--- config.mk ---
export PLATFORM = sky130hd
export DESIGN_NAME = store_write_buffer
export DESIGN_NICKNAME = d
export VERILOG_FILES = /design/src/rtl/store_write_buffer.sv
export SDC_FILE = /design/constraint.sdc
export NUM_CORES = 1
export LEC_CHECK = 0
export BUFFER_PORTS_ARGS = -buffer_cell sky130_fd_sc_hd__buf_2
export CAP_MARGIN = 0
export CORE_ASPECT_RATIO = 0.75
export CORE_MARGIN = 4
export CORE_UTILIZATION = 43
export CTS_CLUSTER_DIAMETER = 100
export DETAILED_ROUTE_END_ITERATION = 12
export PLACE_DENSITY_LB_ADDON = 0.05
export SKIP_LAST_GASP = 1
export SYNTH_ARGS = -nofsm -noshare
export SYNTH_HDL_FRONTEND = slang
export SYNTH_SLANG_ARGS = --single-unit
--- constraint.sdc ---
create_clock -name clk -period 8.9 [get_ports clk]
set_clock_uncertainty 0.05 [all_clocks]
set_input_delay 1.78 -clock clk [delete_from_list [all_inputs] [get_ports clk]]
set_output_delay 1.78 -clock clk [all_outputs]
set_load 0.02 [all_outputs]
--- src/rtl/store_write_buffer.sv ---
`default_nettype none
// ============================================================================
// Module      : store_write_buffer
// Description : Posted-write FIFO between the processor store port and the
//               dmem write port, with youngest-match store-to-load forwarding.
// Revision    : 1.0
// ============================================================================
module store_write_buffer #(
  parameter int DEPTH      = 4,
  parameter int ADDR_WIDTH = 32,
  parameter int DATA_WIDTH = 32
) (
  input  logic                       clk,
  input  logic                       reset,
  input  logic                       mem_write_memory,
  input  logic [ADDR_WIDTH-1:0]      data_address_memory,
  input  logic [DATA_WIDTH-1:0]      write_data_memory,
  output logic                       store_stall,
  input  logic [ADDR_WIDTH-1:0]      load_address,
  output logic                       load_hit,
  output logic [DATA_WIDTH-1:0]      load_data,
  output logic                       dmem_wr_valid,
  output logic [ADDR_WIDTH-1:0]      dmem_wr_addr,
  output logic [DATA_WIDTH-1:0]      dmem_wr_data,
  input  logic                       dmem_wr_ready,
  output logic                       buf_empty,
  output logic [$clog2(DEPTH):0]     buf_count
);

  localparam int PTR_W = $clog2(DEPTH);
  localparam int CNT_W = PTR_W + 1;
  localparam int WA_W  = ADDR_WIDTH - 2;

  // Only word addresses are kept; byte offsets are dropped on entry.
  logic [WA_W-1:0]       r_addr [DEPTH];
  logic [DATA_WIDTH-1:0] r_data [DEPTH];
  logic [PTR_W-1:0]      r_head;
  logic [PTR_W-1:0]      r_tail;
  logic [CNT_W-1:0]      r_count;

  logic                  w_drain;
  logic                  w_accept;
  logic                  w_not_full;
  logic                  w_load_hit;
  logic [DATA_WIDTH-1:0] w_load_data;
  logic [PTR_W-1:0]      w_fwd_idx;
  logic                  w_unused_addr_lsbs;

  assign w_unused_addr_lsbs = ^{data_address_memory[1:0], load_address[1:0]};

  assign w_not_full = (r_count < CNT_W'(DEPTH));
  assign w_drain    = dmem_wr_valid && dmem_wr_ready;
  assign w_accept   = mem_write_memory && (w_not_full || w_drain);

  assign store_stall   = mem_write_memory && !w_accept;
  assign dmem_wr_valid = (r_count != '0);
  assign dmem_wr_addr  = {r_addr[r_head], 2'b00};
  assign dmem_wr_data  = r_data[r_head];
  assign buf_empty     = (r_count == '0);
  assign buf_count     = r_count;
  assign load_hit      = w_load_hit;
  assign load_data     = w_load_data;

  always_ff @(posedge clk) begin
    if (reset) begin
      r_head  <= '0;
      r_tail  <= '0;
      r_count <= '0;
    end else begin
      if (w_accept) begin
        r_tail <= r_tail + PTR_W'(1);
      end
      if (w_drain) begin
        r_head <= r_head + PTR_W'(1);
      end
      case ({w_accept, w_drain})
        2'b10:   r_count <= r_count + CNT_W'(1);
        2'b01:   r_count <= r_count - CNT_W'(1);
        default: r_count <= r_count;
      endcase
    end
  end

  // Storage is qualified by r_count, so it needs no reset.
  always_ff @(posedge clk) begin
    if (!reset && w_accept) begin
      r_addr[r_tail] <= data_address_memory[ADDR_WIDTH-1:2];
      r_data[r_tail] <= write_data_memory;
    end
  end

  // Walk entries oldest to youngest so the last match (youngest) wins.
  always_comb begin
    w_load_hit  = 1'b0;
    w_load_data = '0;
    w_fwd_idx   = r_head;
    for (int i = 0; i < DEPTH; i++) begin
      w_fwd_idx = r_head + PTR_W'(i);
      if ((CNT_W'(i) < r_count) &&
          (r_addr[w_fwd_idx] == load_address[ADDR_WIDTH-1:2])) begin
        w_load_hit  = 1'b1;
        w_load_data = r_data[w_fwd_idx];
      end
    end
  end

endmodule
`default_nettype wire

* After elaboration in Yosys (flattened, before gate mapping)
Memories as Yosys holds them, arrays and structs flattened. A register that Yosys moved wholly into a read port is not among the register bits.
Cells that the tools add are included.
** Cells by class
- Add/sub/neg operators :: 6
- Reduce and logical (&&, ||, !) cells :: 14
- Multiplexer cells :: 15
- Magnitude comparators :: 5
- Equal/unequal tests :: 6
** Operators by type and width (number)
- 32-bit two-way mux :: 4
- 30-bit equality test :: 4
- 1-bit logical AND :: 8
- 2-bit two-way mux :: 4
- 1-bit by 3-bit < comparator with 1-bit output (first input constant) :: 2
- 2-bit by 3-bit < comparator with 1-bit output (first input constant) :: 2
- 1-bit two-way mux :: 6
- 3-bit case mux with 2 select lines :: 1
- 2-bit by 1-bit adder with 2-bit output (second input constant) :: 2
- 2-bit adder (second input constant) :: 2
- 3-bit by 1-bit adder with 3-bit output (second input constant) :: 1
- 3-bit logical NOT :: 1
- 3-bit < comparator (second input constant) :: 1
- 3-bit nonzero test :: 1
- 3-bit by 1-bit subtractor with 3-bit output (second input constant) :: 1
- 2-bit by 1-bit equality test with 1-bit output (second input constant) :: 1
- 2-bit equality test (second input constant) :: 1
- 1-bit logical NOT :: 2
- 2-bit nonzero test :: 1
- 1-bit logical OR :: 1
** Storage, ports and cells
- Memories :: 2
- Output and inout port bits :: 103
- Word-level logic and storage cells :: 51
- Register bits :: 7
- Input port bits :: 100
- Memory bits (writable) :: 248
** Memory list
- r_data :: depth 4, bits a word 32, read ports 4, clocked after memory_dff 1, write ports 1, RTL line 36 : logic [DATA_WIDTH-1:0] r_data [DEPTH];
- r_addr :: depth 4, bits a word 30, read ports 4, clocked after memory_dff 1, write ports 1, RTL line 35 : logic [WA_W-1:0] r_addr [DEPTH];

* Longest topological paths before layout
Gate-level depths: netlist (run 1).
- Word-level depth :: 7
- Depth in mapped cells :: 15
- Mapped depth without buffers :: 10

* Least setup slack after synthesis (run 1)
OpenSTA, ideal clock, no wires.
- Path kind :: in2out
- Start point :: input load_address[27]
- End point :: output load_data[12]
- Setup slack :: 2837 ps
- Stages :: 8
- Arrival :: 4233 ps
- Buffers on the path :: 2
- Required time :: 7070 ps
- Cell sequence :: clkbuf_1 > a221oi_2 > a21oi_1 > or4_1 > nor4b_4 > clkbuf_1 > a221oi_2 > o22ai_1
** On the way
- Word-level cells in the longest chain between the ends :: 6
- Elaborated cells between the ends (all ways) :: 12
- Classes of those cells :: eq/ne (4); mux (4); reduce/logical (4)
** RTL lines
- from (decl) :: RTL line 19 : input logic [ADDR_WIDTH-1:0] load_address,
- 30-bit equality test :: RTL line 100 : (r_addr[w_fwd_idx] == load_address[ADDR_WIDTH-1:2])) begin
- 1-bit logical AND :: RTL line 99 : if ((CNT_W'(i) < r_count) &&
- 32-bit two-way mux (3 in a row) :: RTL line 99
- 32-bit two-way mux (*) :: RTL line 99
- to (decl) :: RTL line 21 : output logic [DATA_WIDTH-1:0] load_data,
Every way passes the cells marked *; elsewhere a longest branch is shown, timed or not.

* Worst setup path after layout (run 1)
- Start point :: input load_address[19]
- End point :: output load_data[27]
The elaborated chain is that of the path after synthesis.

==> run summary, run 1 <==
outcome -> finished, final reports clean
crit-path cells -> buf_2, nor3_1, a211oi_1, nand4_1, a2111oi_0, and3b_2, buf_4, a221oi_2, o22ai_1, buf_2
Fin. Hold Viols -> 0
Final min period -> 7.23 ns
fin nets -> 1,466
Syn. warnings -> 0
top-level I/O count -> 203
GRT Util Overall -> 23.5%
Syn-to-layout area delta -> 13.3%
setup TNS -> 0 ns
CTS max path bufs -> 3
CTS tree -> done
GPL Wtd Cong -> 0.925
CORE AREA -> 38,200 µm²
most common cell in the netlist -> edfxtp_1
max-slew violations -> 0
leak pwr -> 6.29 nW
hold_buf cts -> 0
Clock Pin Slew Worst Setup and Hold Paths -> 0.06 ns
Mapped Area -> 16,600 µm²
Post-Route WL -> 50.6 mm
Root Buffer -> clkbuf_16
Setup WS pre-CTS -> 1.74 ns
vias in the first global route -> 11,387
Detailed Route Iter0 Violations -> 1,177
Crit Path Category -> in2out
Initial Utilization -> 43.5%
synthesized instance count -> 1,212
CP max stage cell -> and3b_2
TritonCTS Buffers -> 29
die area -> 41,800 µm²
Adder-Cell Fraction of Synth Area -> 0.679%
max-cap viol count -> 0
Clk Latency, worst-skew pair -> 0.57 ns
largest fanout on the critical path -> 24
CTS H-tree depth -> 1
Die Y -> 178 µm
endpoint class of the critical path -> output pin
commonest cells in the synthesized netlist -> 248 x edfxtp_1, 136 x mux4_2, 122 x mux2i_1
post_cts resized -> 0
DR DRC count -> 0
total grt overflow -> 0
share of layout cells above drive strength 1 -> 35.1%
crit-path max cell delay -> 0.95 ns
Register Area -> 7640 µm²
Final WS setup -> 1.67 ns
Crit path max-delay family -> compound AO/OA/AOI/OAI gates
area of the multi-input gates -> 8380 µm²
Die W -> 235 µm
PwrDens -> 245 nW/µm²
Synth Area in Compound Gates -> 10.7%
I/O Buffers -> 196
Simple-Gate Fraction of Synth Area -> 4.75%
CP required -> 7.07 ns
Arr. time, crit path -> 5.40 ns
largest net degree at the start of global routing -> 79
Main synth FF type -> edfxtp_1
std cell rows -> 62
startpoint types -> input pin
CP bufs+invs -> 3
mux contribution to synthesized area -> 28.9%
fmax -> 0.138 GHz
drt via density -> 6.21
Synth area leaders -> edfxtp_1 45%, mux4_2 18%, mux2i_1 7.4%
Setup-failing EPs final -> 0
Avg Inst Size Synth -> 13.7 µm²
Post-CTS Setup Inserts -> 0
main combinational cell family by area after synthesis -> multiplexers
post-route ant nets -> 0
total clock sinks -> 257
asr flop ratio synth -> 0%
DR vias -> 11,727
First-pass DRT Iterations -> 5
initial antenna violation count -> 5
Synth area leader -> edfxtp_1
synth unique cells -> 59
Worst Hold Class -> reg2reg
first-pass GRT wire length -> 74.9 mm
routed len/inst -> 26.8 µm
Synth Area in XOR/XNOR -> 5.28%
Post-DP HPWL -> 34.4 mm
Yosys reg bits -> 257
Post-synth EDFFs -> 248
top cell type's share of synthesized area -> 44.9%
FILL cells -> 3,383
power after layout -> 0.00460 W
Final Cycle Share -> 81.3%
worst relative slew slack -> 36.6%
VDD IR-drop max -> 172 µV
RSZ-0062 raised after global routing -> no
Tightest Pin Transition -> 0.951 ns
Crit path top cell by count -> buf_2
Seq/Total Area, Yosys -> 46.0%
worst reg2reg max path, delay by kind of cell, from the launching register on:
kind                   cells  cell delay, ns
buffers and inverters      2            0.78
AO/OA/AOI/OAI              1            0.17
AND/OR/NAND/NOR            2            0.86
flip-flops                 1            0.46
metrics by stage:
stage | instance area (µm²) | instances | hold WS [ns] | util [%]
after floorplan | 16600 | 1213 | 0.468 | -
after global placement | 17900 | 1838 | 0.502 | 46.9
after detailed placement | 17900 | 1838 | 0.520 | 46.9
after CTS | 18800 | 1886 | 0.523 | 49.2
after global routing | 18800 | 1887 | 0.560 | 49.2
final | 18800 | 1888 | 0.524 | 49.2
layout make-up:
type | instances | area share [%]
Multi-Input combinational cell | 832 | 44.6
Sequential cell | 257 | 40.7
Timing Repair Buffer | 220 | 6.25
Clock buffer | 42 | 4.23
Tap cell | 512 | 3.41
Clock inverter | 6 | 0.460
Inverter | 17 | 0.340
Antenna cell | 2 | 0.0266
power by group:
part           internal [W]  total (W)  switching (W)  leakage, nW
registers           0.00140    0.00153       0.000138         2.33
logic              0.000866    0.00193        0.00107         3.54
clock network      0.000669    0.00114       0.000469        0.426
layout by cell type (no fill, tap or decap), drive strengths merged, types with 3 or more instances in the layout:
cell type    n
a2111oi      4
a211oi      10
a21oi       45
a221oi      36
a22o         3
a22oi        3
and2         9
buf        220
clkbuf      42
dfxtp        9
edfxtp     248
ha           9
inv         18
mux2        44
mux2i      123
mux4       136
nand2       58
nand3        7
nand4       11
nor2        55
nor3         4
nor4        13
o2111ai      6
o211ai       3
o21ai       77
o22ai       42
o2bb2ai      4
or4          3
xnor2       67
xor2        33
registers in the layout (all words and copies together) (netlist names), named ones only:
name,flops
buf_count,3
r_head,2
r_tail,2
r_data,128
r_addr,120
worst paths after layout:
kind	start	to	cells after the start	slack, ns
worst max-delay path	load_address[19]	load_data[27]	10	1.67
worst min-delay path	r_tail[1]$_SDFFE_PP0P_	r_tail[1]$_SDFFE_PP0P_	2	0.52
worst max register to register	buf_count[2]$_SDFFE_PP0P_	r_data[1][1]$_DFFE_PP_	5	6.18
worst min register to register	r_tail[1]$_SDFFE_PP0P_	r_tail[1]$_SDFFE_PP0P_	2	0.52
per-layer routing:
metal / track usage [%] / vias to the layer above / wire length, µm
li1: - / 5177 / -
met1: 35.8 / 6053 / 23300
met2: 35.1 / 428 / 22400
met3: 5.38 / 61 / 3970
met4: 4.03 / 8 / 808
met5: 0 / - / 58
logic make-up after synthesis:
| logic type | Yosys count |
|---|---|
| other | 1 |
| AND/OR/NAND/NOR | 169 |
| buffers and inverters | 124 |
| AO/OA/AOI/OAI | 249 |
| adder cells (fa/ha/maj) | 9 |
| multiplexers | 303 |
| flip-flops | 257 |
| XOR/XNOR | 100 |
Power figures use the tool's default switching activity.
==> run 2, diff against run 1 <==
clock period = 7.5 ns   (was 8.9 ns; I/O delays follow)
==> run 2 against run 1 <==
  * Utilization up 0.39 points
  * Wire length up 0.20%
  * Register-to-register slack got worse by 1.4 ns
  * Total power increased by 22%
  * Setup slack got worse by 0.70 ns
  * Combinational power rose by 20%
  * Die area stayed put
  * Count of clock-buffer cells in the layout shrank 12
==> run summary, run 2 (synthesis results as in run 1) <==
outcome -> finished, final reports clean
Crit Path Category -> reg2out
total grt overflow -> 0 (unchanged)
CTS tree -> done
FILL cells -> 3,312 (-2.1%)
drt via density -> 6.18 (-0.49%)
Largest register FFs -> 128 (unchanged)
GRT Util Overall -> 23.5% (about the same)
CORE AREA -> 38,200 µm² (unchanged)
CTS H-tree depth -> 1 (unchanged)
CP required -> 5.95 ns (-1.12 ns)
Fin. Hold Viols -> 0 (unchanged)
RSZ-0062 raised after global routing -> no
endpoint class of the critical path -> output pin
commonest non-fill, non-tap cell in the layout -> edfxtp_1
Setup-failing EPs final -> 0 (unchanged)
Post-DP HPWL -> 34.5 mm (+0.29%)
top-level I/O count -> 203 (unchanged)
Final min period -> 6.53 ns
fin nets -> 1,470 (+0.27%)
total clock sinks -> 257 (unchanged)
max-slew violations -> 0 (unchanged)
First-pass DRT Iterations -> 7 (+2)
Tightest Pin Transition -> 0.892 ns (-0.0582 ns)
I/O Buffers -> 196 (unchanged)
worst relative slew slack -> 40.5% (+3.9 points)
Reg with most FFs -> r_data
PwrDens -> 296 nW/µm² (+21%)
Die W -> 235 µm (unchanged)
HP Start -> r_tail[1]$_SDFFE_PP0P_
startpoint types -> register
Post-Route WL -> 50.7 mm (+0.20%)
first-pass GRT wire length -> 75.2 mm (+0.35%)
Die Y -> 178 µm (unchanged)
vias in the first global route -> 11,402 (+0.13%)
Post-CTS Setup Inserts -> 0 (unchanged)
Detailed Route Iter0 Violations -> 900 (-24%)
Worst Setup SP -> r_head[1]$_SDFFE_PP0P_
leak pwr -> 6.36 nW (+1.1%)
setup TNS -> 0 ns (unchanged)
share of layout cells above drive strength 1 -> 35.8% (+0.69 points)
die area -> 41,800 µm² (unchanged)
max-cap viol count -> 0 (unchanged)
GPL Wtd Cong -> 0.920 (-0.55%)
std cell rows -> 62 (unchanged)
VDD IR-drop max -> 202 µV (+18%)
Initial Utilization -> 43.5% (unchanged)
Arr. time, crit path -> 4.98 ns (-0.42 ns)
Final Cycle Share -> 87.1%
Clk Latency, worst-skew pair -> 0.57 ns (about the same)
Final Hold Slack -> 0.541 ns (+0.0171 ns)
CTS max path bufs -> 3 (unchanged)
routed len/inst -> 26.7 µm (-0.38%)
post_cts resized -> 0 (unchanged)
Syn-to-layout area delta -> 14.2%
Worst Hold Class -> reg2reg
fmax -> 0.153 GHz
Clock Pin Slew Worst Setup and Hold Paths -> 0.06 ns (about the same)
TritonCTS Buffers -> 29 (unchanged)
start of the worst register-to-register path -> buf_count[2]$_SDFFE_PP0P_
Root Buffer -> clkbuf_16
power after layout -> 0.00561 W (+22%)
most frequent cells in the layout -> 248 x edfxtp_1, 196 x buf_2, 136 x mux4_2, 122 x mux2i_1, 75 x o21ai_0
DR vias -> 11,737 (+0.085%)
DR DRC count -> 0 (unchanged)
hold_buf cts -> 0 (unchanged)
initial antenna violation count -> 6 (+1)
largest net degree at the start of global routing -> 68 (-14%)
post-route ant nets -> 0 (unchanged)
largest fanout on the critical path -> 58 (+140%)
run 2: layout make-up:
class | instances | area (µm²) | area share (%)
Inverter | 17 | 63.8 | 0.337
Clock buffer | 30 | 729 | 3.85
Sequential cell | 257 | 7640 | 40.4
Multi-Input combinational cell | 832 | 8380 | 44.3
Timing Repair Buffer | 224 | 1220 | 6.42
Antenna cell | 3 | 7.51 | 0.0396
Tap cell | 512 | 641 | 3.38
Clock inverter | 24 | 256 | 1.35
run 2: path summary, 6_finish.rpt:
check	endpoint	depth (start not counted)	slack, ns
min	r_tail[1]$_SDFFE_PP0P_	2	0.54
min reg2reg	r_tail[1]$_SDFFE_PP0P_	2	0.54
max	load_data[25]	10	0.97
max reg2reg	r_data[2][5]$_DFFE_PP_	5	4.80
run 2: metrics by stage:
stage	std cells	util [%]	instance area, µm²	worst slack (ns)
final	1899	49.6	18900	0.968
after global placement	1842	47.0	17900	1.28
after detailed placement	1842	47.0	17900	1.29
after global routing	1898	49.6	18900	0.786
after CTS	1896	49.6	18900	0.976
after floorplan	1213	-	16600	2.00
run 2: power by group:
group          total (W)  switching, W  internal, W
Sequential       0.00183      0.000171      0.00166
Combinational    0.00231       0.00127      0.00104
Clock            0.00147      0.000594     0.000877
Total            0.00561       0.00204      0.00357
run 2: layer usage:
metal	part of all wire, %	track usage [%]	vias to the layer above
li1	-	-	5211
met1	46	35.3	6013
met2	45	35.3	456
met3	7.7	6.04	49
met4	1.2	3.64	8
met5	0.11	0	-
run 2: critical path, cell delays in order (launching register included):
cell and delay [ns]:
dfxtp_4 0.90, buf_4 0.50, mux4_2 0.37, xor2_1 0.19, nor4_1 0.55, nand4_1 0.31, nor4_2 0.32, buf_4 0.59
a221oi_2 0.07, o22ai_1 0.31, buf_2 0.23
==> run 3, diff against run 2 <==
BUFFER_PORTS_ARGS = -buffer_cell sky130_fd_sc_hd__buf_4   (was -buffer_cell sky130_fd_sc_hd__buf_2)
CTS_CLUSTER_SIZE = 8   (was default)
==> run 3 against run 2 <==
  * Flip-flop and latch count unchanged
  * Maximum frequency decreased by 1.7%
  * Clock power up 7%
  * Setup slack worse by 0.11 ns
  * Sequential power hardly changed
  * Combinational power is 3% higher
  * Register-to-register slack better by 0.05 ns
  * Utilization rose by 1.4 points
  * Global-route usage fell by 0.11 points
  * Final cell count is 0.16% lower
  * Critical path depth did not move
==> run summary, run 3 (synthesis results as in run 1) <==
outcome -> finished, final reports clean
CTS max path bufs -> 3 (unchanged)
Worst Hold Class -> reg2reg
CORE AREA -> 38,200 µm² (unchanged)
Initial Utilization -> 43.5% (unchanged)
CP required -> 5.95 ns (about the same)
drt via density -> 6.27 (+1.5%)
Fin. Hold Viols -> 0 (unchanged)
top-level I/O count -> 203 (unchanged)
setup TNS -> 0 ns (unchanged)
First-pass DRT Iterations -> 5 (-2)
leak pwr -> 6.52 nW (+2.5%)
FILL cells -> 3,316 (+0.12%)
r2r worst-path depth -> 5 (unchanged)
Final min period -> 6.64 ns (+0.110 ns)
worst relative slew slack -> 34.0% (-6.5 points)
DR vias -> 11,895 (+1.3%)
GR Util met1 -> 34.9% (-0.40 points)
routed len/inst -> 26.6 µm (-0.26%)
Post-CTS Setup Inserts -> 0 (unchanged)
GRT Util Overall -> 23.4% (-0.11 points)
CTS H-tree depth -> 2 (+1)
Largest register FFs -> 128 (unchanged)
CP max stage cell -> or4_2
CTS tree -> done
vias in the first global route -> 11,519 (+1.0%)
GPL Wtd Cong -> 0.918 (-0.22%)
first-pass GRT wire length -> 74.6 mm (-0.78%)
hold_buf cts -> 0 (unchanged)
Syn-to-layout area delta -> 17.5%
Hold EP -> r_tail[1]$_SDFFE_PP0P_
Arr. time, crit path -> 5.09 ns (+0.11 ns)
Die Y -> 178 µm (unchanged)
crit-path max cell delay -> 1.18 ns (+0.28 ns)
post-route ant nets -> 0 (unchanged)
met3 global-route usage -> 5.70% (-0.34 points)
die area -> 41,800 µm² (unchanged)
fmax -> 0.151 GHz (-1.7%)
FF-to-FF setup slack -> 4.85 ns (+0.05 ns)
Final Cycle Share -> 88.6% (+1.5 points)
startpoint types -> register
Post-Route WL -> 50.5 mm (-0.42%)
initial antenna violation count -> 4 (-2)
hold depth -> 2 (unchanged)
post_cts resized -> 0 (unchanged)
placed cells -> 1,837 (-0.27%)
M2 GR Usage -> 35.1% (-0.23 points)
DR DRC count -> 0 (unchanged)
post-route insts no fill -> 1,896 (-0.16%)
RSZ-0062 raised after global routing -> no
Finished Cell Area -> 19,500 µm² (+2.9%)
Register Area -> 7640 µm² (unchanged)
GRT busiest layer -> met2
largest net degree at the start of global routing -> 66 (-2.9%)
total clock sinks -> 257 (unchanged)
area of the multi-input gates -> 8380 µm² (about the same)
Tightest Pin Transition -> 0.964 ns (+0.0721 ns)
total grt overflow -> 0 (unchanged)
PwrDens -> 297 nW/µm² (+0.28%)
most frequent cells in the layout -> 248 x edfxtp_1, 216 x buf_4, 136 x mux4_2, 122 x mux2i_1, 75 x o21ai_0
worst reg2reg endpoint -> r_addr[2][9]$_DFFE_PP_
Placed Area -> 18,400 µm² (+2.6%)
Post-DP HPWL -> 34.0 mm (-1.6%)
commonest non-fill, non-tap cell in the layout -> edfxtp_1
crit-path cells -> buf_12, mux2i_1, a22oi_1, nand2_1, o21ai_0, nand3_1, or4_2, o21ai_0, o22ai_1, buf_4
I/O Buffers -> 196 (unchanged)
TritonCTS Buffers -> 38 (+31%)
max-slew violations -> 0 (unchanged)
Clock Pin Slew Worst Setup and Hold Paths -> 0.05 ns (about the same)
VDD IR-drop max -> 156 µV (-23%)
Die W -> 235 µm (unchanged)
endpoint class of the critical path -> output pin
fin nets -> 1,474 (+0.27%)
Reg with most FFs -> r_data
largest fanout on the critical path -> 41 (-29%)
Root Buffer -> clkbuf_16
Crit path top cell by count -> o21ai_0
std cell rows -> 62 (unchanged)
Detailed Route Iter0 Violations -> 1,065 (+18%)
Crit Path Category -> reg2out
start of the worst register-to-register path -> buf_count[2]$_SDFFE_PP0P_
share of layout cells above drive strength 1 -> 35.2% (-0.55 points)
HP Start -> r_tail[1]$_SDFFE_PP0P_
max-cap viol count -> 0 (unchanged)
Clk Latency, worst-skew pair -> 0.52 ns (-0.05 ns)
Setup-failing EPs final -> 0 (unchanged)
## run 3: cell types whose count changed in the layout (fill, tap and decap cells not counted), sizes merged
cell,change
buf,-5
bufinv,-5
clkbuf,+25
clkinv,-10
clkinvlp,-5
diode,-2
inv,-1
## run 3: power breakdown
part | internal [W] | switching, W
Combinational | 0.00112 | 0.00127
Sequential | 0.00166 | 0.000173
Clock | 0.000949 | 0.000619
## run 3: worst max-delay path by stage
stage                            from       endpoint  slack, ns
2_1_floorplan        load_address[27]  load_data[12]       2.00
3_3_place_gp         load_address[31]  load_data[14]       1.14
3_5_place_dp         load_address[31]   load_data[4]       1.17
4_1_cts        r_head[0]$_SDFFE_PP0P_  load_data[25]       0.91
5_1_grt        r_head[0]$_SDFFE_PP0P_  load_data[25]       0.67
6_report       r_head[0]$_SDFFE_PP0P_  load_data[25]       0.86
## run 3: final cells by class
type	instances	area share (%)
clock inverters	3	0.212
diodes	1	0.0128
inverters	17	0.327
clock buffers	55	5.32
flip-flops and latches	257	39.2
well taps	512	3.29
repair buffers	219	8.63
multi-input cells	832	43.0
## run 3: metal layers
layer / wire length, µm / vias to the layer above
met2: 22300 / 518
met3: 4180 / 79
met1: 23100 / 6090
met5: 61 / -
met4: 887 / 8
li1: - / 5200
## run 3: stage by stage
stage | setup WS (ns) | utilization [%] | power [W] | hold WS, ns
after floorplan | 2.00 | - | 0.00356 | 0.468
after global placement | 1.14 | 48.2 | 0.00423 | 0.506
after detailed placement | 1.17 | 48.2 | 0.00424 | 0.511
after CTS | 0.911 | 51.1 | 0.00584 | 0.523
after global routing | 0.666 | 51.1 | 0.00607 | 0.599
final | 0.858 | 51.1 | 0.00579 | 0.518
## run 3: worst max-delay path: cells and delay by family (launching register included)
family / cells / cell delay (ns)
AOI/OAI and AO/OA: 4 / 1.35
buffers and inverters: 2 / 0.60
DFF: 1 / 0.75
and+or+nand+nor: 3 / 1.61
muxes: 1 / 0.21
